===== src/rtl/alu_sequencer.sv =====
// alu_sequencer: sequences two-operand ALU operations over an 8 x 16-bit
// register file using an external combinational ALU.
//   clk, reset              : rising-edge clock, synchronous active-high reset
//   cmd_valid/cmd_ready     : command handshake (op, ra, rb, rd, wb)
//   ld_valid/ld_ready       : register preload handshake (ld_reg, ld_data)
//   alu_a/alu_b/alu_op      : registered operands and op driven to the ALU
//   alu_q, alu_* flags      : ALU results, captured during EXEC
//   done                    : one-cycle pulse after write-back
//   flags                   : {overflow, less, equal, greater, zero}, registered
//   dbg_sel/dbg_data        : combinational register-file read port
module alu_sequencer #(
   parameter bit R0_ZERO = 1'b1,
   localparam int unsigned DW  = 16,
   localparam int unsigned AW  = 3,
   localparam int unsigned OPW = 4,
   localparam int unsigned FW  = 5
) (
   input  logic           clk,
   input  logic           reset,
   input  logic           cmd_valid,
   output logic           cmd_ready,
   input  logic [OPW-1:0] cmd_op,
   input  logic [AW-1:0]  cmd_ra,
   input  logic [AW-1:0]  cmd_rb,
   input  logic [AW-1:0]  cmd_rd,
   input  logic           cmd_wb,
   input  logic           ld_valid,
   output logic           ld_ready,
   input  logic [AW-1:0]  ld_reg,
   input  logic [DW-1:0]  ld_data,
   output logic [DW-1:0]  alu_a,
   output logic [DW-1:0]  alu_b,
   output logic [OPW-1:0] alu_op,
   input  logic [DW-1:0]  alu_q,
   input  logic           alu_overflow,
   input  logic           alu_less,
   input  logic           alu_equal,
   input  logic           alu_greater,
   input  logic           alu_zero,
   output logic           done,
   output logic [FW-1:0]  flags,
   input  logic [AW-1:0]  dbg_sel,
   output logic [DW-1:0]  dbg_data
);

   localparam int unsigned NREG = 1 << AW;

   typedef enum logic [1:0] {
      S_IDLE  = 2'd0,
      S_READ  = 2'd1,
      S_EXEC  = 2'd2,
      S_WRITE = 2'd3
   } state_t;

   typedef struct packed {
      logic [OPW-1:0] op;
      logic [AW-1:0]  ra;
      logic [AW-1:0]  rb;
      logic [AW-1:0]  rd;
      logic           wb;
   } cmd_t;

   state_t          state, state_nxt;
   cmd_t            cmd_q;
   logic [DW-1:0]   regs [NREG];
   logic [DW-1:0]   cap_q;
   logic [FW-1:0]   cap_flags;
   logic [DW-1:0]   rf_a, rf_b;
   logic            cmd_accept;
   logic            ld_write, wb_write;

   // Register-file read ports; r0 is forced to zero when R0_ZERO is set
   assign rf_a     = (R0_ZERO && cmd_q.ra == '0) ? '0 : regs[cmd_q.ra];
   assign rf_b     = (R0_ZERO && cmd_q.rb == '0) ? '0 : regs[cmd_q.rb];
   assign dbg_data = (R0_ZERO && dbg_sel == '0)  ? '0 : regs[dbg_sel];

   // Handshakes; a pending load blocks command acceptance
   assign ld_ready   = (state == S_IDLE) && !reset;
   assign cmd_ready  = (state == S_IDLE) && !ld_valid && !reset;
   assign cmd_accept = cmd_valid && cmd_ready;

   assign ld_write = (state == S_IDLE) && ld_valid && !(R0_ZERO && ld_reg == '0);
   assign wb_write = (state == S_WRITE) && cmd_q.wb && !(R0_ZERO && cmd_q.rd == '0);

   // State register
   always_ff @(posedge clk) begin
      if (reset) state <= S_IDLE;
      else       state <= state_nxt;
   end

   // Next-state logic
   always_comb begin
      state_nxt = state;
      case (state)
         S_IDLE:  if (cmd_accept) state_nxt = S_READ;
         S_READ:  state_nxt = S_EXEC;
         S_EXEC:  state_nxt = S_WRITE;
         S_WRITE: state_nxt = S_IDLE;
         default: state_nxt = S_IDLE;
      endcase
   end

   // Datapath: register file, command latch, ALU operand and result registers
   always_ff @(posedge clk) begin
      if (reset) begin
         for (int i = 0; i < int'(NREG); i++) regs[i] <= '0;
         cmd_q     <= '0;
         alu_a     <= '0;
         alu_b     <= '0;
         alu_op    <= '0;
         cap_q     <= '0;
         cap_flags <= '0;
         flags     <= '0;
         done      <= 1'b0;
      end else begin
         done <= 1'b0;
         if (ld_write) regs[ld_reg] <= ld_data;
         if (cmd_accept) cmd_q <= '{op: cmd_op, ra: cmd_ra, rb: cmd_rb,
                                    rd: cmd_rd, wb: cmd_wb};
         if (state == S_READ) begin
            alu_a  <= rf_a;
            alu_b  <= rf_b;
            alu_op <= cmd_q.op;
         end
         if (state == S_EXEC) begin
            cap_q     <= alu_q;
            cap_flags <= {alu_overflow, alu_less, alu_equal, alu_greater, alu_zero};
         end
         if (wb_write) regs[cmd_q.rd] <= cap_q;
         if (state == S_WRITE) begin
            flags <= cap_flags;
            done  <= 1'b1;
         end
      end
   end

endmodule

===== config.mk =====
export PLATFORM = sky130hd
export DESIGN_NAME = alu_sequencer
export DESIGN_NICKNAME = d
export VERILOG_FILES = /design/src/rtl/alu_sequencer.sv
export SDC_FILE = /design/constraint.sdc
export NUM_CORES = 1
export LEC_CHECK = 0
export CAP_MARGIN = 20
export CELL_PAD_IN_SITES_DETAIL_PLACEMENT = 1
export CELL_PAD_IN_SITES_GLOBAL_PLACEMENT = 1
export CORE_UTILIZATION = 25
export CTS_BUF_LIST = sky130_fd_sc_hd__clkbuf_16
export CTS_CLUSTER_DIAMETER = 50
export DETAILED_ROUTE_END_ITERATION = 7
export PLACE_DENSITY = 0.61
export SYNTH_ARGS = -nofsm -noshare
export SYNTH_HDL_FRONTEND = slang
export SYNTH_SLANG_ARGS = --single-unit

===== constraint.sdc =====
create_clock -name clk -period 6.15 [get_ports clk]
set_clock_uncertainty 0.05 [all_clocks]
set_input_delay 0.9225 -clock clk [delete_from_list [all_inputs] [get_ports clk]]
set_output_delay 0.9225 -clock clk [all_outputs]
set_load 0.05 [all_outputs]

==> impl_metrics.json, run 1 <==
{
  "synth.most_common_cell": "edfxtp_1",
  "cts_root_buf": "clkbuf_16",
  "ctsResizeCount": 0,
  "grt_pass1_wl_um": 49500,
  "status": "finished, final reports clean",
  "slew_viol_final": 0,
  "path_clk_slew_ns": 0.06,
  "htreeDepth": 1,
  "ys_seq_elements": 213,
  "cp_top_family": "buffers and inverters",
  "drive_gt1_share_pct": 27.8,
  "routed-via-count": 7534,
  "io_pins": 121,
  "drc": 0,
  "final_nets": 1075,
  "hpwlAfterDp_um": 22600,
  "final_cells": 1616,
  "end_kind": "output port",
  "cap_violations": 0,
  "power_per_cell_area_nw_per_um2": 298,
  "path_class": "in2out",
  "gp_congestion": 0.831,
  "slew_headroom_pct": 28.0,
  "coreArea_sq_um": 43000,
  "clk_latency_ns": 0.55,
  "setup_violations": 0,
  "fillCellCount": 4760,
  "fin_util_pct": 31.8,
  "multi_input_area_sq_um": 5070,
  "path_buf_inv": 3,
  "avgViaCountPerCell": 4.66,
  "dr.pass1.iters": 5,
  "synthCells": 890,
  "arrival_ns": 3.72,
  "io_buffers": 120,
  "fin_crit_sh_pct": 76.3,
  "ys_types": 52,
  "crit_path_cell_trace": "clkdlybuf4s50_1 > buf_4 > mux4_2 > nor2_1 > a311oi_1 > clkdlybuf4s50_1",
  "ir_drop_mv": 0.181,
  "die_y_um": 211,
  "worstPathRequired_ns": 5.18,
  "rsz0062_at_grt": "false",
  "netlist_area_sq_um": 10900,
  "register_area_sq_um": 5550,
  "synth_edf_count": 128,
  "fp.dieW_um": 211,
  "drtIter0Drc": 406,
  "cp_slowest_stage_delay_ns": 0.94,
  "cts_num_sinks": 213,
  "finalHoldViolCount": 0,
  "place_inst": 1563,
  "synth.area.top_cells": "edfxtp_1, dfxtp_1, mux4_2, mux2_2, nor2_2",
  "grt_start_max_net_pins": 49,
  "hold_class": "reg2reg",
  "leakagePower_nw": 4.52,
  "yosysSeqAreaShare_pct": 50.9,
  "fin_setup_tns_ns": 0,
  "crit_start": "dbg_sel[1]",
  "max_clock_freq_mhz": 213,
  "slowest_stage": "clkdlybuf4s50_1",
  "grt_util_all_layers_pct": 14.6,
  "first_global_vias": 8011,
  "tightest_slew_ns": 1.08,
  "rows": 76,
  "cpMostUsedCell": "clkdlybuf4s50_1",
  "synth_area_per_cell_sq_um": 12.2,
  "worst-path-max-fanout": 24,
  "cts_buffer_depth": 3,
  "yosysTopAreaCellShare_pct": 35.3,
  "total_power_mw": 4.08,
  "synth_area_leader_cell": "edfxtp_1",
  "cts_setup_buffers": 0,
  "antenna_found_initial": 0,
  "cts_buffers": 29,
  "dieArea_sq_um": 44400,
  "cts_hold_buf": 0,
  "async_flop_share_pct": 0,
  "drt-wirelength-per-cell_um": 19.9,
  "min_from": "alu_b[5]",
  "synth_common_cells": "edfxtp_1, dfxtp_1, nor2_1, nand2_1, mux2_2",
  "start_util_pct": 25.3,
  "cts_tree": "done",
  "synth_top_flop_cell": "edfxtp_1",
  "overflow": 0,
  "routed_wl_um": 32200,
  "r2r-start": "state[0]",
  "ys_warn_count": 0,
  "antennaDiodeCount": 0,
  "fin_crit_ns": 4.69,
  "syn_to_final_growth_pct": 25.7,
  "drtAntennaViolNets": 0,
  "start_kind": "input pin"
}
placed cells by master (no fill, tap or decap), types with 16 or more instances in the layout:
cell type	synthesis	final
edfxtp_1	128	128
clkdlybuf4s50_1	0	118
dfxtp_1	85	83
nor2_1	80	79
nand2_1	78	78
mux2_2	73	73
nor2_2	70	70
mux4_2	48	48
mux2i_1	43	43
nor2b_1	35	35
o22ai_1	31	31
o31ai_1	32	30
clkbuf_16	0	29
buf_4	4	21
a21oi_1	16	16
conb_1	1	16
worst paths after layout:
check                 endpoint  depth (start not counted)  slack [ns]
hold / removal        alu_b[5]                          2        0.40
hold reg to reg       alu_b[5]                          2        0.40
setup / recovery  dbg_data[14]                          6        1.46
setup reg to reg    regs[4][0]                          5        3.03
area by class of cell:
| class | count | area share [%] |
|---|---|---|
| Timing Repair Buffer | 141 | 9.85 |
| Clock buffer | 29 | 5.30 |
| Sequential cell | 213 | 40.5 |
| Inverter | 6 | 0.165 |
| Tap cell | 585 | 5.35 |
| Multi-Input combinational cell | 618 | 37.0 |
| Clock inverter | 24 | 1.76 |
layer usage:
layer	up-vias	wire length, um	share of wire (%)	track usage (%)
met2	159	14900	46	23.6
li1	3530	-	-	-
met4	0	790	2.5	4.75
met5	-	0	0	0
met1	3801	15100	47	20.0
met3	44	1380	4.3	2.29
worst min-delay path: cells and delay by family (launching register included):
family | cells | cell delay, ns
AOI/OAI and AO/OA | 1 | 0.05
and+or+nand+nor | 1 | 0.05
DFF | 1 | 0.32
through the flow:
| step | hold WS [ns] | cell area [sq um] | worst slack, ns |
|---|---|---|---|
| after floorplan | 0.386 | 10900 | 2.27 |
| after global placement | 0.389 | 12700 | 1.41 |
| after detailed placement | 0.397 | 12700 | 1.41 |
| after CTS | 0.413 | 13700 | 1.40 |
| after global routing | 0.430 | 13700 | 1.31 |
| final | 0.404 | 13700 | 1.46 |
registers in the layout, summed over array words and instances, names as in the netlist, named ones only:
name       count
cmd_q         14
cap_flags      5
alu_b         16
alu_op         4
regs         128
state          2
flags          5
done           1
cap_q         16
alu_a         16
kinds of logic (layout without fill, tap and decap cells):
logic type	Yosys count	count (layout)	share of synthesized area (%)
simple gates	295	295	13.6
mux	174	174	23.5
other cells	1	16	0.0344
flops	213	213	50.9
compound gates	128	128	8.11
buf+inv	74	200	3.22
fa+ha+maj	5	5	0.574
power by group:
group          internal, mW  switching (mW)  leakage (nW)
registers              1.61          0.0702          2.00
clock network          1.00           0.687         0.476
logic                 0.286           0.423          2.04
(Power assumes the default switching activity.)
==> run 2, diff against run 1 <==
- PLACE_DENSITY: 0.61 -> 0.63
- clock period: 6.15 -> 4 ns (I/O delays scaled with it)
==> run 2 against run 1 <==
Against the previous run: sequential share of layout area decreased by 1.1 points; combinational power grew 59%; critical path depth unchanged; clock-buffer cell count grew 4; clock power is 62% higher; sequential cell count did not move; global-route usage rose by 0.29 points; register-to-register slack got worse by 1.8 ns; utilization up 0.85 points; via count grew 0.78%; sequential power rose by 55%.
==> impl_metrics.json, run 2 (synthesized netlist as in run 1, its figures left out) <==
{
  "status": "finished, final reports clean",
  "crit_path_cell_trace": "clkdlybuf4s50_1 > buf_4 > mux4_2 > nand2_1 > o21ai_0 > buf_12",
  "ctsResizeCount": 0,
  "top_register": "regs",
  "largest_reg_flops": 128,
  "drtIter0Drc": 462,
  "cts_setup_buffers": 0,
  "fp.dieW_um": 211,
  "fin_crit_sh_pct": 80.8,
  "cap_violations": 0,
  "fin_crit_ns": 3.23,
  "cts_tree": "done",
  "cts_root_buf": "clkbuf_16",
  "design_area_sq_um": 14100,
  "mostFrequentLayoutCell": "edfxtp_1",
  "ir_drop_mv": 0.289,
  "tightest_slew_ns": 0.983,
  "worst-path-max-fanout": 21,
  "hold_class": "in2reg",
  "drive_gt1_share_pct": 30.9,
  "grt_pass1_wl_um": 50300,
  "fin_util_pct": 32.7,
  "finalHoldViolCount": 0,
  "cts_buffer_depth": 3,
  "path_buf_inv": 3,
  "cts_buffers": 31,
  "worstPathRequired_ns": 3.35,
  "fin_setup_tns_ns": 0,
  "postPlaceCellArea_sq_um": 13000,
  "hpwlAfterDp_um": 23600,
  "drt-wirelength-per-cell_um": 20.0,
  "grt_util_all_layers_pct": 14.9,
  "max_clock_freq_mhz": 309,
  "first_global_vias": 8168,
  "routed_wl_um": 32700,
  "overflow": 0,
  "rows": 76,
  "drc": 0,
  "die_y_um": 211,
  "final_nets": 1094,
  "dr.pass1.iters": 5,
  "setup_violations": 0,
  "cts_num_sinks": 213,
  "path_class": "in2out",
  "slew_viol_final": 0,
  "io_buffers": 120,
  "cp_slowest_stage_delay_ns": 0.63,
  "start_kind": "input pin",
  "slew_headroom_pct": 32.6,
  "start_util_pct": 25.3,
  "grt_start_max_net_pins": 36,
  "path_clk_slew_ns": 0.06,
  "gp_congestion": 0.811,
  "antennaDiodeCount": 0,
  "routed-via-count": 7593,
  "end_kind": "output port",
  "leakagePower_nw": 4.74,
  "htreeDepth": 1,
  "clk_latency_ns": 0.58,
  "avgViaCountPerCell": 4.64,
  "power_per_cell_area_nw_per_um2": 460,
  "drtAntennaViolNets": 0,
  "coreArea_sq_um": 43000,
  "io_pins": 121,
  "dieArea_sq_um": 44400,
  "rsz0062_at_grt": "false",
  "cts_hold_buf": 0,
  "syn_to_final_growth_pct": 29.0,
  "antenna_found_initial": 1,
  "cp_top_family": "buffers and inverters",
  "final_cell_mix": "edfxtp_1, clkdlybuf4s50_1, dfxtp_1",
  "arrival_ns": 2.58,
  "slowest_stage": "clkdlybuf4s50_1"
}
==> run 2: report_power, final <==
group	internal (mW)	total, mW	switching, mW
combinational	0.490	1.13	0.644
clock	1.63	2.73	1.09
sequential	2.48	2.61	0.130
==> run 2: final cells by class <==
cell class | instances | area [sq um]
Multi-Input combinational cell | 618 | 5070
Tap cell | 585 | 732
Clock buffer | 33 | 826
Inverter | 6 | 22.5
Timing Repair Buffer | 158 | 1650
Sequential cell | 213 | 5550
Fill cell | 4747 | 28900
Clock inverter | 25 | 206
==> run 2: through the flow <==
stage               hold slack, ns  worst slack, ns  power [mW]  std cells
finish                       0.371            0.767        6.47       1638
global route                 0.391            0.627        6.74       1638
CTS                          0.368            0.740        6.56       1638
detailed placement           0.400            0.760        3.80       1580
global placement             0.389            0.814        3.77       1580
floorplan                    0.386            0.763        3.34        905
==> run 2: metal layers <==
metal  share of wire [%]  global-route usage, %  vias up
met2                  46                   24.1      188
met3                 5.7                   3.02       51
met1                  45                   19.8     3795
met4                 2.3                   4.92        2
li1                    -                      -     3557
met5               0.058                      0        -
==> run 2: worst reg2reg max path: stages (launching register included) <==
cell,delay (ns)
dfxtp_1,0.39
ha_1,0.51
nand3b_4,0.20
a21oi_4,0.36
buf_4,0.42
mux2i_4,0.59
nor2_2,0.06
==> run 2: final timing paths <==
path	slack (ns)	endpoint	startpoint	cells past startpoint
min reg2reg	0.41	cmd_q[12]	cmd_q[12]	2
min	0.37	alu_op[1]	reset	2
max reg2reg	1.18	regs[4][8]	state[1]	6
max	0.77	dbg_data[4]	dbg_sel[1]	6
